==> src/rtl/icache_fetch_arbiter_pkg.sv <==
// Shared icache request types and arbiter limits.
package icache_fetch_arbiter_pkg;

    localparam int ADDR_FIELD_WIDTH   = 32;
    localparam int DATA_FIELD_WIDTH   = 64;
    localparam int ACCESS_ID_WIDTH    = 8;
    localparam int ICACHE_ARB_MAX_REQ = 16;

    typedef enum logic [1:0] {
        NULL_ACCESS     = 2'd0,
        READ_ACCESS     = 2'd1,
        WRITE_ACCESS    = 2'd2,
        PREFETCH_ACCESS = 2'd3
    } access_type_t;

    typedef struct packed {
        logic                        vld;
        access_type_t                access_type;
        logic [ACCESS_ID_WIDTH-1:0]  access_id;
        logic [ADDR_FIELD_WIDTH-1:0] addr;
        logic [DATA_FIELD_WIDTH-1:0] data;
    } request_t;

endpackage

==> src/rtl/icache_fetch_arbiter_if.sv <==
// Fetch-unit and icache side bundle of the icache fetch arbiter.
interface icache_fetch_arbiter_if
    import icache_fetch_arbiter_pkg::*;
#(
    parameter int NUM_REQ = 4
) ();

    request_t [NUM_REQ-1:0] req_in;
    logic     [NUM_REQ-1:0] req_busy;
    logic     [NUM_REQ-1:0] req_flush;
    request_t [NUM_REQ-1:0] rsp_out;
    request_t               icache_req;
    logic                   icache_busy;
    request_t               icache_rsp;

    // Arbiter view
    modport master (
        input  req_in, req_flush, icache_busy, icache_rsp,
        output req_busy, rsp_out, icache_req
    );

    // Environment view (fetch units + icache)
    modport slave (
        output req_in, req_flush, icache_busy, icache_rsp,
        input  req_busy, rsp_out, icache_req
    );

endinterface

==> src/rtl/icache_fetch_arbiter_rr_arbiter.sv <==
// Combinational round-robin priority scan; the pointer lives in the parent.
module rr_arbiter
    import icache_fetch_arbiter_pkg::*;
#(
    parameter int NUM_REQ = 4,
    parameter int ID_W    = $clog2(NUM_REQ)
) (
    input  logic [NUM_REQ-1:0] req,
    input  logic [ID_W-1:0]    rr_ptr,
    output logic               grant_vld,
    output logic [NUM_REQ-1:0] grant_oh,
    output logic [ID_W-1:0]    grant_idx
);

    localparam int unsigned N = NUM_REQ;

    // First requesting index at or above rr_ptr, wrapping to 0
    always_comb begin
        int unsigned idx;
        grant_vld = 1'b0;
        grant_oh  = '0;
        grant_idx = '0;
        idx       = 0;
        for (int unsigned k = 0; k < N; k++) begin
            idx = (32'(rr_ptr) + k) % N;
            if (!grant_vld && req[idx]) begin
                grant_vld     = 1'b1;
                grant_oh[idx] = 1'b1;
                grant_idx     = idx[ID_W-1:0];
            end
        end
    end

endmodule

==> src/rtl/icache_fetch_arbiter.sv <==
// Shares one icache request port between NUM_REQ fetch units.
module icache_fetch_arbiter
    import icache_fetch_arbiter_pkg::*;
#(
    parameter int NUM_REQ = 4,
    parameter int ID_W    = $clog2(NUM_REQ)
) (
    input  logic                   clk,
    input  logic                   reset,
    icache_fetch_arbiter_if.master bus,
    output logic                   err_overflow,
    output logic                   err_bad_id,
    input  logic                   err_clr
);

    logic [NUM_REQ-1:0]          pending;
    logic [ADDR_FIELD_WIDTH-1:0] slot_addr [NUM_REQ];
    logic [ID_W-1:0]             rr_ptr;
    logic [NUM_REQ-1:0]          arb_req;
    logic [NUM_REQ-1:0]          grant_oh;
    logic                        grant_vld;
    logic [ID_W-1:0]             grant_idx;
    logic                        overflow_evt;
    logic                        bad_id_evt;
    logic                        rsp_id_ok;
    logic [ID_W-1:0]             rsp_idx;
    request_t                    rsp_fwd;
    request_t                    grant_req;
    logic                        unused_bits;

    // Only vld/addr of requests are consumed; the rest is intentionally ignored
    assign unused_bits = ^bus.req_in ^ ^bus.icache_rsp;

    assign bus.req_busy = pending;
    // Flushed slots drop out of arbitration the same cycle they are flushed
    assign arb_req      = bus.icache_busy ? '0 : (pending & ~bus.req_flush);

    rr_arbiter #(
        .NUM_REQ (NUM_REQ),
        .ID_W    (ID_W)
    ) u_rr_arbiter (
        .req       (arb_req),
        .rr_ptr    (rr_ptr),
        .grant_vld (grant_vld),
        .grant_oh  (grant_oh),
        .grant_idx (grant_idx)
    );

    // Overflow: request into a full slot that is neither flushed nor granted
    always_comb begin
        overflow_evt = 1'b0;
        for (int unsigned i = 0; i < NUM_REQ; i++) begin
            if (!bus.req_flush[i] && bus.req_in[i].vld && pending[i] && !grant_oh[i]) begin
                overflow_evt = 1'b1;
            end
        end
    end

    // Build the outgoing request and the forwarded response
    always_comb begin
        grant_req             = '0;
        grant_req.vld         = 1'b1;
        grant_req.access_type = NULL_ACCESS;
        grant_req.access_id   = ACCESS_ID_WIDTH'(grant_idx);
        grant_req.addr        = slot_addr[grant_idx];
        rsp_fwd               = bus.icache_rsp;
        rsp_fwd.access_id     = '0;
        rsp_id_ok             = bus.icache_rsp.access_id < ACCESS_ID_WIDTH'(NUM_REQ);
        rsp_idx               = bus.icache_rsp.access_id[ID_W-1:0];
        bad_id_evt            = bus.icache_rsp.vld && !rsp_id_ok;
    end

    // Pending slots: flush wins, a granted slot may refill on the same edge
    always_ff @(posedge clk or negedge reset) begin
        if (!reset) begin
            pending <= '0;
            for (int unsigned i = 0; i < NUM_REQ; i++) begin
                slot_addr[i] <= '0;
            end
        end else begin
            for (int unsigned i = 0; i < NUM_REQ; i++) begin
                if (bus.req_flush[i]) begin
                    pending[i] <= 1'b0;
                end else if (bus.req_in[i].vld && (!pending[i] || grant_oh[i])) begin
                    pending[i]   <= 1'b1;
                    slot_addr[i] <= bus.req_in[i].addr;
                end else if (grant_oh[i]) begin
                    pending[i] <= 1'b0;
                end
            end
        end
    end

    // Registered icache request and round-robin pointer advance
    always_ff @(posedge clk or negedge reset) begin
        if (!reset) begin
            bus.icache_req <= '0;
            rr_ptr         <= '0;
        end else if (grant_vld) begin
            bus.icache_req <= grant_req;
            rr_ptr         <= (grant_idx == ID_W'(NUM_REQ - 1)) ? '0 : grant_idx + 1'b1;
        end else begin
            bus.icache_req <= '0;
        end
    end

    // Route icache responses to the owning fetch unit
    always_ff @(posedge clk or negedge reset) begin
        if (!reset) begin
            bus.rsp_out <= '0;
        end else begin
            bus.rsp_out <= '0;
            if (bus.icache_rsp.vld && rsp_id_ok) begin
                bus.rsp_out[rsp_idx] <= rsp_fwd;
            end
        end
    end

    // Sticky error flags; a new event beats a simultaneous clear
    always_ff @(posedge clk or negedge reset) begin
        if (!reset) begin
            err_overflow <= 1'b0;
            err_bad_id   <= 1'b0;
        end else begin
            err_overflow <= (err_overflow & ~err_clr) | overflow_evt;
            err_bad_id   <= (err_bad_id & ~err_clr) | bad_id_evt;
        end
    end

endmodule
==> src/flat_wrapper.sv <==
// flat-port wrapper written by rule: the top's interface ports become plain ports
module icache_fetch_arbiter_flat import icache_fetch_arbiter_pkg::*;
#(
    parameter int NUM_REQ = 4,
    parameter int ID_W    = $clog2(NUM_REQ)
)
  (clk, reset, err_overflow, err_bad_id, err_clr, bus_req_in, bus_req_flush, bus_icache_busy, bus_icache_rsp, bus_req_busy, bus_rsp_out, bus_icache_req);
  icache_fetch_arbiter_if #(.NUM_REQ(NUM_REQ)) bus_i ();
  input  logic clk;
  input  logic reset;
  output logic err_overflow;
  output logic err_bad_id;
  input  logic err_clr;
  input wire logic [$bits(bus_i.req_in)-1:0] bus_req_in;
  input wire logic [$bits(bus_i.req_flush)-1:0] bus_req_flush;
  input wire logic [$bits(bus_i.icache_busy)-1:0] bus_icache_busy;
  input wire logic [$bits(bus_i.icache_rsp)-1:0] bus_icache_rsp;
  output wire logic [$bits(bus_i.req_busy)-1:0] bus_req_busy;
  output wire logic [$bits(bus_i.rsp_out)-1:0] bus_rsp_out;
  output wire logic [$bits(bus_i.icache_req)-1:0] bus_icache_req;
  assign bus_i.req_in = bus_req_in;
  assign bus_i.req_flush = bus_req_flush;
  assign bus_i.icache_busy = bus_icache_busy;
  assign bus_i.icache_rsp = bus_icache_rsp;
  assign bus_req_busy = bus_i.req_busy;
  assign bus_rsp_out = bus_i.rsp_out;
  assign bus_icache_req = bus_i.icache_req;
  icache_fetch_arbiter #(.NUM_REQ(NUM_REQ), .ID_W(ID_W)) u_core (.clk(clk), .reset(reset), .bus(bus_i), .err_overflow(err_overflow), .err_bad_id(err_bad_id), .err_clr(err_clr));
endmodule
==> config.mk <==
export PLATFORM = sky130hd
export DESIGN_NAME = icache_fetch_arbiter_flat
export DESIGN_NICKNAME = d
export VERILOG_FILES = /design/src/rtl/icache_fetch_arbiter_pkg.sv /design/src/rtl/icache_fetch_arbiter_if.sv /design/src/rtl/icache_fetch_arbiter_rr_arbiter.sv /design/src/rtl/icache_fetch_arbiter.sv /design/src/flat_wrapper.sv
export SDC_FILE = /design/constraint.sdc
export NUM_CORES = 1
export LEC_CHECK = 0
export CAP_MARGIN = 0
export CORE_AREA = 8 8 413 415
export DETAILED_ROUTE_END_ITERATION = 16
export DIE_AREA = 0 0 421 423
export SKIP_LAST_GASP = 1
export SYNTH_ARGS = -nofsm -noshare
export SYNTH_HDL_FRONTEND = slang
export SYNTH_SLANG_ARGS = --single-unit
export TNS_END_PERCENT = 1
==> constraint.sdc <==
create_clock -name clk -period 4 [get_ports clk]
set_input_delay 0.6 -clock clk [delete_from_list [all_inputs] [get_ports clk]]
set_output_delay 0.6 -clock clk [all_outputs]
set_load 0.01 [all_outputs]
Word level (Yosys, flattened, before mapping)
Index checks and enable logic that the tools add are counted.
{ "totals": {"register_bits": 671, "in_bits": 543, "word_cells": 176} }
{ "op_classes": {"n_addsub": 4, "order_cmp": 12, "n_eq_ne": 1, "mux": 53, "bitwise": 16, "n_reduce_logical": 54} }
{ "ops": {"columns": ["operator", "count"], "rows": [
  ["428-bit AND", 1],
  ["428-bit 2-to-1 mux", 1],
  ["107-bit demux with 2-bit select", 1],
  ["107-bit 2-to-1 mux", 2],
  ["32-bit binary-select mux with 2-bit select", 1],
  ["32-bit 2-to-1 mux", 2],
  ["1-bit 2-to-1 mux", 28],
  ["1-bit logical AND", 26],
  ["4-bit 2-to-1 mux", 5],
  ["1-bit logical NOT", 16],
  ["2-bit by 3-bit < comparator with 1-bit output, second input constant", 5],
  ["4-bit bitwise OR", 3],
  ["3-bit nonzero test", 4],
  ["2-bit by 1-bit >= comparator with 1-bit output, second input constant", 5],
  ["2-bit 2-to-1 mux", 5],
  ["1-bit binary-select mux with 2-bit select", 4],
  ["1-bit demux with 2-bit select", 4],
  ["8-bit by 3-bit < comparator with 1-bit output, second input constant", 1],
  ["2-bit AND reduction", 4],
  ["1-bit NOT", 5],
  ["2-bit by 1-bit adder with 2-bit output, second input constant", 2],
  ["2-bit adder, second input constant", 2],
  ["4-bit AND", 1],
  ["1-bit logical OR", 4],
  ["6 further kinds", 8]
]} }

Depth between registers and ports, before layout
{ "depth": {"depth_word": 22, "mapped_depth": 14, "depth_no_buf": 9} }

By module
A second synthesis with hierarchy kept.
{ "unflattened": {"hier_cells": 1524, "hier_area_um2": 20256.9} }
{ "by_module_without_submodules": {"columns": ["mod", "n_inst", "cells_each", "area_per_inst_um2", "seq_area_each_um2"], "rows": [
  ["icache_fetch_arbiter", 1, 1479, 19835.3, 14188.6],
  ["rr_arbiter", 1, 45, 421.7, 0.0]
]} }

Least setup slack after synthesis
No wires, ideal clock.
{ "synth_path": {"path_type": "register -> register", "startpoint": "register with a tool-made name", "endpoint": "register u_core.slot_addr[100] in the netlist's numbering", "t_arrival_ps": 3418, "path_slack_ps": 457, "path_stages_with_launch": 15, "n_path_buf": 5, "cell_sequence": "dfrtp_1 > buf_4 > clkbuf_1 > clkbuf_1 > inv_1 > ha_1 > nand2b_1 > a21o_1 > a221oi_4 > a221o_1 > a221oi_2 > or3b_1 > buf_2 > buf_6 > mux2_4"} }
{ "synth_lines": {"columns": ["element", "line_no", "text"], "rows": [
  ["end signal: indexed assignment", "icache_fetch_arbiter.sv:86", "slot_addr[i] <= bus.req_in[i].addr;"],
  ["end: declaration", "icache_fetch_arbiter.sv:17", "logic [ADDR_FIELD_WIDTH-1:0] slot_addr [NUM_REQ];"]
]} }

Worst setup path in the final report
{ "layout_path": {"startpoint": "register u_core.rr_ptr[1]", "endpoint": "register u_core.slot_addr[78] in the netlist's numbering"} }
{ "layout_between": {"elab_chain_len": 15, "elab_cells_between_ends": 50, "cone_classes": "3 x add/sub; 8 x order compare; 23 x mux; 3 x bitwise; 13 x reduce/logical"} }
{ "layout_rtl": {"columns": ["element", "line_no", "text"], "rows": [
  ["start: declaration", "icache_fetch_arbiter.sv:18", "logic [ID_W-1:0] rr_ptr;"],
  ["start signal: assignment", "icache_fetch_arbiter.sv:101", "rr_ptr <= (grant_idx == ID_W'(NUM_REQ - 1)) ? '0 : grant_idx + 1'b1;"],
  ["parallel branches: the longest is 11 deep, another holds 2-bit by 3-bit < comparator with 1-bit output", null, null],
  ["4-bit 2-to-1 mux (*)", "icache_fetch_arbiter_rr_arbiter.sv:26", "if (!grant_vld && req[idx]) begin"],
  ["1-bit logical OR (*)", "icache_fetch_arbiter.sv:84", "end else if (bus.req_in[i].vld && (!pending[i] || grant_oh[i])) begin"],
  ["1-bit logical AND (*)", "icache_fetch_arbiter.sv:84", null],
  ["2-bit AND reduction (no line) (*)", null, null]
]} }
Every way passes the cells marked *. The select of a mux whose other input is x is not followed.
A chain may end at the register's enable or synchronous reset.

==> out/results.ini <==
[routing]
via_count=16582
ant_nets=0
drt_iter0_markers=1029
drt_first_pass_iters=5
drc=0
viasPerCell=3.51
routed_wl_um=98800
avgRoutedWirePerCell_um=20.9

[setup_path]
crit_family=compound AO/OA/AOI/OAI gates
worstPathMaxFanout=11
start_kind=register
max_stage_delay_ns=0.50
critPathKind=register to register
critPathBufInv=2
critPathCaptureType=register
path_cells=inv_1, ha_1, nand2b_1, a21oi_1, a22o_1, a32o_1, a211oi_1, or3b_4, buf_12, mux2_4
arrival_ns=3.99
cp.required_ns=4.54
cp_slowest_cell=dfrtp_1

[sta]
fin_crit_sh_pct=86.3
skew_ns=0.0454
fin_setup_tns_ns=0
setup_viol=0
finalHoldViolCount=0
report.final.slew_viol_count=0
clock.fmax_mhz=290
fin_ws_ns=0.548
min_period_ns=3.45
worst_pin_slew_ns=0.843
max_slew_margin_pct=43.8
rsz0062_at_grt=no

[status]
outcome=complete, no violations

[synth]
synthDistinctLibCells=52
syn_avg_cell_area_um2=13.0
yosysTopAreaCell=dfrtp_1
async_flop_share_pct=100
synthTopCellsByCount=dfrtp_1, and2_1, buf_4, mux2_4, clkbuf_1
synth_edf_count=0
synth.most_common_cell=dfrtp_1
ys_seq_elements=567
synthTopCellsByArea=dfrtp_1, and2_1, mux2_4
netlist_area_mm2=0.0230
ys.flop_type=dfrtp_1
synth_top_area_share_pct=61.6
syn_inst=1769
yosysWarnings=0
yosysSeqAreaShare_pct=61.6

[final_layout]
area_growth_pct=52.6
nFillCells=17453
layout-drive-gt1-share_pct=13.3
fin_area_mm2=0.0351
finalNonFillerCells=4729
finish.net_count=3020

[power]
power.clock.fraction_pct=38.5
power_density_mw_per_mm2=513
comb_power_share_pct=23.5
p_leak_uw=0.0155
power_frac_seq_pct=38.0
p_sw_uw=5600
max-vdd-ir-drop_mv=0.435
switching_share_pct=31.1
internal_power_uw=12400
power_uw=18000

[clock_tree]
clk_latency_ns=0.67
ctsHoldBuffers=1
htreeDepth=3
cts_setup_buffers=0
clkSlewWorstSetupHoldPaths_ns=0.06
cts-buffers-inserted=71
cts_tree=done
clk_root_buffer_cell=clkbuf_16
cts_buffer_depth=3
clkSinkCount=567
cts_resized=0

[die]
die_y_um=423
rows=149
coreArea_mm2=0.164
dieArea_mm2=0.178
die_x_um=421
ios=1084
initial_core_util_pct=14.1

[min_path]
hold_class=input pin to async pin

[global_routing]
grt_pass1_wl_um=138000
grt_max_degree=134
met1_usage_pct=12.8
grt_usage_pct=10.6
antenna_found_initial=35
grt_pass1_vias=17857
grtUsageMet2_pct=17.1
use_met3_pct=4.62
busiest_layer=met2
grt-ovfl-total=0

[place]
gp_congestion=0.797
placed_cells=4584
placed_cell_area_mm2=0.0325
port_buffers=683
dp_hpwl_um=73100
pre_cts_slack_ns=-0.00938

[run]
cap_viol_max_count=0

## metrics by stage
stage	hold WS (ns)	utilization (%)
final	0.517	21.4
after CTS	0.433	21.4
after global placement	0.522	19.8
after global routing	0.470	21.4
after floorplan	0.304	-
after detailed placement	0.522	19.8
## layout make-up
cell class | instances | area (um^2) | area share [%]
sequential | 567 | 14200 | 40.4
multi-input combinational | 1068 | 7920 | 22.5
timing repair buffer | 748 | 7630 | 21.7
tap | 2189 | 2740 | 7.80
clock buffer | 96 | 2030 | 5.78
clock inverter | 32 | 536 | 1.52
inverter | 13 | 48.8 | 0.139
antenna | 16 | 40.0 | 0.114
## cell usage in the layout, fill, tap and decap left out, types with 24 or more instances in the layout
master,netlist,final
mux2_2,37,37
and2_1,393,393
o22ai_1,65,65
clkdlybuf4s50_1,0,682
conb_1,1,104
o221ai_1,64,64
dfrtp_1,567,566
mux2i_1,64,64
clkbuf_16,0,71
mux2_4,90,90
o21ai_0,68,68
buf_12,0,24
a21oi_1,67,67
a22o_1,33,33
buf_4,105,40
## cell families after synthesis
group	synth area share [%]
flops	61.6
simple gates	12.0
compound gates	9.42
buf+inv	5.92
mux	10.6
fa+ha+maj	0.435
other cells	0.0163
xor+xnor	0.0380
## sequential cells by signal, summed over array words and instances, names as in the netlist, named ones only
register	cells
u_core.slot_addr	128
u_core.rr_ptr	1
u_core.bus.req_busy	4
u_core.bus.icache_req	35
u_core.err_bad_id	1
u_core.bus.rsp_out	396
u_core.err_overflow	1
## power by group through the flow
stage	Clock (uW)	Sequential, uW	Combinational [uW]
final	6940	6840	4240
after global routing	7420	6900	4580
after global placement	0	6900	4230
after detailed placement	0	6930	4250
after CTS	7200	6830	4270
after floorplan	0	6830	2560
## per-layer routing
metal / up-vias / part of all wire (%) / routed length, um
met5: - / 0.027 / 27
met4: 4 / 2.9 / 2840
met3: 145 / 9.8 / 9700
met2: 822 / 47 / 46300
met1: 8289 / 40 / 39900
li1: 7322 / - / -
## final timing paths
| check | startpoint | end | slack, ns | depth (start not counted) |
|---|---|---|---|---|
| max | u_core.rr_ptr[1] | u_core.slot_addr[78] | 0.55 | 10 |
| min | reset | u_core.bus.icache_req[68] | 0.52 | 2 |
| max reg2reg | u_core.rr_ptr[1] | u_core.slot_addr[78] | 0.55 | 10 |
| min reg2reg | u_core.err_bad_id | u_core.err_bad_id | 0.53 | 2 |
| max in group asynchronous | reset | u_core.bus.rsp_out[5] | 2.41 | 3 |
| min in group clk | u_core.err_bad_id | u_core.err_bad_id | 0.53 | 2 |
(Power assumes the default switching activity.)
